===== src/rtl/linebuf_writer_if.sv =====
// Handshake bundle between the shared command register, the line-buffer write
// port and the command decoder that sits between them.
interface linebuf_writer_if #(
  parameter int LB_ADDR_BITS = 8
);
  logic                    has_data;
  logic [7:0]              rd_data;
  logic                    rd;
  logic                    lb_we;
  logic [LB_ADDR_BITS-1:0] lb_waddr;
  logic [15:0]             lb_wdata;
  logic                    busy;
  logic [7:0]              err_count;

  modport master (
    input  has_data, rd_data,
    output rd, lb_we, lb_waddr, lb_wdata, busy, err_count
  );

  modport slave (
    output has_data, rd_data,
    input  rd, lb_we, lb_waddr, lb_wdata, busy, err_count
  );
endinterface


===== src/rtl/linebuf_writer.sv =====
// Byte-protocol decoder feeding the scan-line buffer write port:
// set address, burst word write and whole-buffer fill.
//
// state  | meaning
// S_IDLE | waiting for an opcode byte
// S_ADDR | waiting for the address byte of SET_ADDR
// S_HI   | waiting for the high byte of a data word
// S_LO   | waiting for the low byte; writes the word (WRITE) or starts a fill
// S_FILL | one write per cycle across the whole buffer, no bytes accepted
module linebuf_writer #(
  parameter int LB_ADDR_BITS = 8
) (
  input  logic              clk,
  input  logic              rst,
  linebuf_writer_if.master  bus
);

  typedef enum logic [2:0] {S_IDLE, S_ADDR, S_HI, S_LO, S_FILL} state_t;

  state_t                  state;
  logic [LB_ADDR_BITS-1:0] addr;
  logic [3:0]              words_left;
  logic [7:0]              hi_byte;
  logic                    cmd_fill;
  logic                    accept;

  // rd doubles as the "byte just consumed" flag, which caps the rate at one byte per two cycles
  assign accept = bus.has_data && !bus.rd && (state != S_FILL);

  always_ff @(posedge clk) begin
    if (rst) begin
      state         <= S_IDLE;
      addr          <= '0;
      words_left    <= '0;
      hi_byte       <= '0;
      cmd_fill      <= 1'b0;
      bus.rd        <= 1'b0;
      bus.lb_we     <= 1'b0;
      bus.lb_waddr  <= '0;
      bus.lb_wdata  <= '0;
      bus.busy      <= 1'b0;
      bus.err_count <= '0;
    end else begin
      bus.rd    <= accept;
      bus.lb_we <= 1'b0;
      bus.busy  <= 1'b0;
      case (state)
        S_IDLE: begin
          if (accept) begin
            case (bus.rd_data[7:4])
              4'h0: ;
              4'h1: state <= S_ADDR;
              4'h2: begin
                cmd_fill   <= 1'b0;
                words_left <= bus.rd_data[3:0];
                state      <= S_HI;
              end
              4'h3: begin
                cmd_fill <= 1'b1;
                state    <= S_HI;
              end
              default: begin
                if (bus.err_count != 8'hFF) bus.err_count <= bus.err_count + 8'd1;
              end
            endcase
          end
        end
        S_ADDR: begin
          if (accept) begin
            addr  <= LB_ADDR_BITS'(bus.rd_data);
            state <= S_IDLE;
          end
        end
        S_HI: begin
          if (accept) begin
            hi_byte <= bus.rd_data;
            state   <= S_LO;
          end
        end
        S_LO: begin
          if (accept) begin
            bus.lb_we    <= 1'b1;
            bus.lb_wdata <= {hi_byte, bus.rd_data};
            if (cmd_fill) begin
              // the first fill word goes out on this edge, so the fill state resumes at 1
              bus.lb_waddr <= '0;
              addr         <= LB_ADDR_BITS'(1);
              bus.busy     <= 1'b1;
              state        <= S_FILL;
            end else begin
              bus.lb_waddr <= addr;
              addr         <= addr + 1'b1;
              if (words_left == 4'd0) begin
                state <= S_IDLE;
              end else begin
                words_left <= words_left - 4'd1;
                state      <= S_HI;
              end
            end
          end
        end
        S_FILL: begin
          bus.lb_we    <= 1'b1;
          bus.busy     <= 1'b1;
          bus.lb_waddr <= addr;
          addr         <= addr + 1'b1;
          // leaving on the last write lets the next byte land on the edge where busy drops
          if (addr == '1) state <= S_IDLE;
        end
        default: state <= S_IDLE;
      endcase
    end
  end

endmodule


===== src/flat_wrapper.sv =====
// flat-port wrapper written by rule: the top's interface ports become plain ports
module linebuf_writer_flat 
#(
  parameter int LB_ADDR_BITS = 8
)
  (clk, rst, bus_has_data, bus_rd_data, bus_rd, bus_lb_we, bus_lb_waddr, bus_lb_wdata, bus_busy, bus_err_count);
  linebuf_writer_if #(.LB_ADDR_BITS(LB_ADDR_BITS)) bus_i ();
  input  logic clk;
  input  logic rst;
  input wire logic [$bits(bus_i.has_data)-1:0] bus_has_data;
  input wire logic [$bits(bus_i.rd_data)-1:0] bus_rd_data;
  output wire logic [$bits(bus_i.rd)-1:0] bus_rd;
  output wire logic [$bits(bus_i.lb_we)-1:0] bus_lb_we;
  output wire logic [$bits(bus_i.lb_waddr)-1:0] bus_lb_waddr;
  output wire logic [$bits(bus_i.lb_wdata)-1:0] bus_lb_wdata;
  output wire logic [$bits(bus_i.busy)-1:0] bus_busy;
  output wire logic [$bits(bus_i.err_count)-1:0] bus_err_count;
  assign bus_i.has_data = bus_has_data;
  assign bus_i.rd_data = bus_rd_data;
  assign bus_rd = bus_i.rd;
  assign bus_lb_we = bus_i.lb_we;
  assign bus_lb_waddr = bus_i.lb_waddr;
  assign bus_lb_wdata = bus_i.lb_wdata;
  assign bus_busy = bus_i.busy;
  assign bus_err_count = bus_i.err_count;
  linebuf_writer #(.LB_ADDR_BITS(LB_ADDR_BITS)) u_core (.clk(clk), .rst(rst), .bus(bus_i));
endmodule

===== config.mk =====
export PLATFORM = sky130hd
export DESIGN_NAME = linebuf_writer_flat
export DESIGN_NICKNAME = d
export VERILOG_FILES = /design/src/rtl/linebuf_writer_if.sv /design/src/rtl/linebuf_writer.sv /design/src/flat_wrapper.sv
export SDC_FILE = /design/constraint.sdc
export NUM_CORES = 1
export LEC_CHECK = 0
export CORE_MARGIN = 2
export CORE_UTILIZATION = 40
export DETAILED_ROUTE_END_ITERATION = 6
export GPL_TIMING_DRIVEN = 0
export PLACE_DENSITY_LB_ADDON = 0.08
export SYNTH_ARGS = -nofsm -noshare
export SYNTH_HDL_FRONTEND = slang
export SYNTH_SLANG_ARGS = --single-unit

===== constraint.sdc =====
create_clock -name clk -period 3.35 [get_ports clk]
set_input_delay 0.67 -clock clk [delete_from_list [all_inputs] [get_ports clk]]
set_output_delay 0.67 -clock clk [all_outputs]
set_load 0.005 [all_outputs]

# Yosys cells after proc, flatten, opt, wreduce, memory -nomap -nowiden
# Cells that the tools add are included.
# totals
ff_bits	59
latchBits	0
ram_bits	0
romBits	0
inputBits	11
output_inout_bits	35
wordCells	82
memories	0
# classes
n_addsub	3
multipliers	0
div_mod_pow	0
order_cmp	0
n_eq_ne	19
n_shift	0
mux	28
n_bitwise	1
reduce_logical	20
# op_table
cell	count
2-to-1 mux 8 bit	5
one-hot mux 8 bit (3 select lines)	1
2-to-1 mux 4 bit	5
2-to-1 mux 3 bit	6
adder 8 x 1 -> 8 bit, second input constant	2
one-hot mux 8 bit (2 select lines)	1
one-hot mux 3 bit (5 select lines)	1
AND reduction 6 bit	2
!= test 2 x 1 -> 1 bit, second input constant	5
equality test 4 x 2 -> 1 bit, second input constant	2
equality test 8 bit, second input constant	1
zero test 4 bit	2
!= test 8 bit, second input constant	1
one-hot mux 4 bit (2 select lines)	1
equality test 3 x 2 -> 1 bit, second input constant	2
!= test 2 bit, second input constant	3
!= test 3 bit, second input constant	2
one-hot mux 1 bit (2 select lines)	3
one-hot mux 3 bit (2 select lines)	1
AND reduction 2 bit	3
AND reduction 3 bit	2
nonzero test 2 bit	3
equality test 4 x 1 -> 1 bit, second input constant	1
AND reduction 4 bit	1
other kinds (12)	15

# Logic depth before layout (Yosys ltp)
# Gate-level depths: netlist of the first run.
# logic_depth
word_depth	5
ltp_mapped	8
mapped_depth_nobuf	6

# Worst setup path before layout of the first run
# No wires, ideal clock.
# synth_timing
path_kind	in2reg
startpoint	input bus_has_data
endpoint	register u_core.bus.err_count[7]
setup_ns	0.070
arrival_ns	2.195
required_ns	3.280
path_slack_ns	1.084
stages	5
n_path_buf	1
path_cell_list	or4b_1 -> or3_1 -> clkbuf_2 -> or4_1 -> a21oi_1
# synth_via
elab_chain_cells	3
# synth_rtl
item	line	text
start, declared	flat_wrapper.sv:10	input wire logic [$bits(bus_i.has_data)-1:0] bus_has_data;
logical AND 1 bit (2 in a row)	linebuf_writer.sv:28	assign accept = bus.has_data && !bus.rd && (state != S_FILL);
AND reduction 4 bit (no source line)	-	
end signal, assigned	linebuf_writer.sv:63	if (bus.err_count != 8'hFF) bus.err_count <= bus.err_count + 8'd1;
end, declared	linebuf_writer_if.sv:17	output rd, lb_we, lb_waddr, lb_wdata, busy, err_count
# No other way between the ends.
# A chain may end at the register's enable or synchronous reset.

# Final worst setup path of the first run
# layout_timing
startpoint	input bus_rd_data[5]
endpoint	register u_core.words_left[1]
# layout_via
elab_chain_cells	3
# layout_rtl
item	line	text
start, declared	flat_wrapper.sv:11	input wire logic [$bits(bus_i.rd_data)-1:0] bus_rd_data;
equality test 4 x 2 -> 1 bit	linebuf_writer.sv:50	case (bus.rd_data[7:4])
!= test 2 bit (no source line)	-	
AND reduction 6 bit (no source line)	-	
end signal, assigned	linebuf_writer.sv:55	words_left <= bus.rd_data[3:0];
end signal, assigned	linebuf_writer.sv:96	words_left <= words_left - 4'd1;
end, declared	linebuf_writer.sv:22	logic [3:0] words_left;
# No other way between the ends.

==> results of run 1 <==
[metal layers]
layer / wire length, um / share of wire
met5: 0 / 0
met4: 99 / 0.014
met3: 383 / 0.056
met2: 3140 / 0.46
met1: 3260 / 0.47
[registers in the layout, summed over array words and instances, names as in the netlist]
signal                flops
u_core.words_left         4
u_core.bus.rd             1
u_core.bus.lb_we          1
u_core.bus.lb_waddr       8
u_core.addr               8
u_core.bus.err_count      8
u_core.state              3
u_core.cmd_fill           1
u_core.bus.busy           1
u_core.bus.lb_wdata      16
u_core.hi_byte            8
[cell families after synthesis]
group,after synthesis
muxes,4
xor gates and xnor gates,6
adders and majority gates,3
and+or+nand+nor,141
buffers and inverters,31
DFF,59
AOI/OAI and AO/OA,85
[how the worst max path moves through the flow]
stage / cells past startpoint / slack (ps) / startpoint / endpoint
after global placement: 6 / 360 / bus_rd_data[5] / u_core.words_left[1]
final: 6 / 680 / bus_rd_data[5] / u_core.words_left[1]
after floorplan: 5 / 1080 / bus_has_data / u_core.bus.err_count[7]
after CTS: 6 / 760 / bus_rd_data[5] / u_core.words_left[1]
after detailed placement: 6 / 400 / bus_rd_data[5] / u_core.words_left[1]
after global routing: 6 / 570 / bus_rd_data[5] / u_core.words_left[1]
[metrics by stage]
stage	cells	utilization	setup slack, ps
final	466	0.529	684
after floorplan	329	-	1080
after CTS	466	0.529	760
after detailed placement	450	0.497	401
after global routing	466	0.529	572
after global placement	450	0.497	361
[power groups by stage]
stage,logic (mW),clock network (mW),registers (mW)
6_report,0.133,0.662,0.727
2_1_floorplan,0.0820,0,0.741
3_3_place_gp,0.131,0,0.742
5_1_grt,0.148,0.716,0.729
4_1_cts,0.133,0.680,0.726
3_5_place_dp,0.132,0,0.743
[worst max-delay path, cell delays in order]
cell and delay, ps:
clkdlybuf4s50_1 660, nor4b_1 700, a32oi_1 320, o21bai_1 290, mux2i_1 190, nor2_1 60
[cell type report]
| type | instances | area [um2] | area share |
|---|---|---|---|
| clock buffer | 9 | 124 | 0.0371 |
| clock inverter | 7 | 77.6 | 0.0232 |
| inverter | 11 | 41.3 | 0.0124 |
| multi-input combinational | 239 | 1300 | 0.390 |
| tap | 77 | 96.3 | 0.0288 |
| sequential | 59 | 1180 | 0.354 |
| buffer | 20 | 77.6 | 0.0232 |
| timing repair buffer | 44 | 440 | 0.132 |
[layout by cell type (no fill, tap or decap), drive strengths merged, types with 3 or more instances in the layout]
cell type / instances
nand2: 59
dfxtp: 59
a21oi: 51
clkdlybuf4s50: 44
clkbuf: 28
nor2: 25
nand3: 24
inv: 12
o21ai: 6
nor3: 5
mux2i: 4
nand2b: 4
o21a: 4
clkinv: 4
xor2: 3
xnor2: 3
nor2b: 3
nand4: 3
a32oi: 3
a221oi: 3
ha: 3
==> results.py, run 1 <==
metrics = {
    "timing": {
        "holdWs_ps": 455,
        "period_needed_ps": 2670,
        "rsz0062_at_grt": "no",
        "slew_headroom": 0.467,
        "setup_tns_ps": 0,
        "tightest_slew_ps": 789,
        "fmax_ghz": 0.375,
        "finalCritPeriodShare": 0.796,
        "finalClockSkew_ps": 12.3,
        "final_hold_viol_count": 0,
        "drv_slew": 0,
        "setup_viol": 0,
    },
    "die": {
        "dieArea_mm2": 0.00717,
        "start_util": 0.412,
        "die_h_um": 84.7,
        "io_pins": 46,
        "rows": 29,
        "dieWidth_um": 84.7,
        "coreArea_mm2": 0.00631,
    },
    "logic_synthesis": {
        "syn_area_mm2": 0.00260,
        "synth.area.mux_share": 0.0154,
        "ys_seq_area_frac": 0.454,
        "synth_top_area_cell": "dfxtp_1",
        "synth_flop_cell": "dfxtp_1",
        "yosys.area.top_type_share": 0.454,
        "synth_top_family_by_area": "simple AND/OR/NAND/NOR gates",
        "synth_common_cells": "dfxtp_1 (59), nand2_1 (59), a21oi_1 (51), nor2_1 (25), nand3_1 (24)",
        "synth_seq_cells": 59,
        "syn_inst": 329,
        "synth_edf_count": 0,
        "synth_compound_area_frac": 0.197,
        "synthXorXnorAreaFrac": 0.0202,
        "yosys.area_share.simple": 0.254,
        "yosys_warnings": 0,
        "async_flop_share": 0,
        "postSynthAreaPerCell_um2": 7.91,
        "synth.area.top_cells": "dfxtp_1 (45%), a21oi_1 (9.8%), nand2_1 (8.5%), nand3_1 (4.6%), nor2_1 (3.6%)",
        "synth_fa_ha_area_frac": 0.0144,
        "synth.distinct_cells": 46,
        "synth_fp_nets": 343,
    },
    "clocking": {
        "insertion_delay_ps": 350,
        "ctsHtreeMaxLevel": 3,
        "cts.sinks": 59,
        "cts_made_buffers": 9,
        "cts_tree": "yes",
        "hold_buffers": 0,
        "cts_resized": 0,
        "cts_root_buf": "clkbuf_8",
        "post_cts_buffers": 0,
        "cts.clk_slew.worst_paths_ps": 70,
        "clk_path_buf_depth": 2,
    },
    "global_route": {
        "grt_use_met2": 0.323,
        "gr-total-overflow": 0,
        "antenna_found_initial": 0,
        "top_usage_layer": "met2",
        "grt_pass1_vias": 2344,
        "grt_max_degree": 13,
        "grtUsageTotal": 0.208,
        "grt_use_met1": 0.276,
        "grt_pass1_wl_um": 11700,
        "grt_util_met3": 0.0570,
    },
    "critical_path": {
        "reg2reg_setup_slack_ps": 1030,
        "criticalPathCategory": "in2reg",
        "rr_startpoint": "u_core.state[0]",
        "worst-r2r-cell-count": 7,
        "required_ps": 3570,
        "cp-start-kind": "primary input",
        "cp_max_fo": 5,
        "critPathCaptureType": "flop",
        "rr_endpoint": "u_core.bus.lb_wdata[8]",
        "crit_arrival_ps": 2880,
    },
    "min_path": {
        "holdPathStages": 2,
        "holdCritPathClass": "reg2reg",
        "hold_start": "u_core.bus.lb_waddr[7]",
        "min_to": "u_core.bus.lb_waddr[7]",
    },
    "final_layout": {
        "final_nets": 398,
        "fill_cells": 617,
        "syn_to_final_growth_pct": 28.4,
        "final_area_mm2": 0.00334,
        "drive_above_1_share": 0.0540,
        "diodes": 0,
    },
    "power_and_ir_drop": {
        "internal-power_mw": 1.12,
        "total_leakage_power_nw": 1.12,
        "p_total_mw": 1.52,
        "power_density_mw_per_mm2": 456,
        "p_clk_frac": 0.435,
        "irDropWorstVdd_mv": 0.250,
        "comb_power_share": 0.087,
        "switching_share": 0.267,
        "p_seq_frac": 0.477,
        "power_switching_uw": 407,
    },
    "run": {
        "drv_cap": 0,
    },
    "route": {
        "dr.pass1.iters": 4,
        "ant_nets": 0,
        "initialDrtViolationCount": 132,
        "vias": 2489,
        "wl_per_cell_um": 14.8,
        "wirelength_um": 6880,
        "route.detailed.drc": 0,
        "viasPerCell": 5.34,
    },
    "placed_design": {
        "hpwlAfterDp_um": 4900,
        "numPortBuffers": 44,
        "place_congestion": 0.848,
        "postPlaceCellArea_mm2": 0.00314,
    },
    "run_status": {
        "status": "complete, no violations",
    },
}
Note: power is estimated with default switching activity, not from simulation.
==> run 2: changes to the inputs <==
==> constraint.sdc (replaced) <==
create_clock -name clk -period 2.8 [get_ports clk]
set_input_delay 0.56 -clock clk [delete_from_list [all_inputs] [get_ports clk]]
set_output_delay 0.56 -clock clk [all_outputs]
set_load 0.005 [all_outputs]
==> results of run 2 <==
The final DEF is identical to that of run 1. Status: complete, no violations.
Main changes from that run: setup slack after placement 401 ps -> -39.1 ps; setup slack after layout 684 ps -> 244 ps; register-to-register setup slack 1030 ps -> 480 ps; total power 1.52 mW -> 1.82 mW; worst IR drop on VDD 0.250 mV -> 0.300 mV
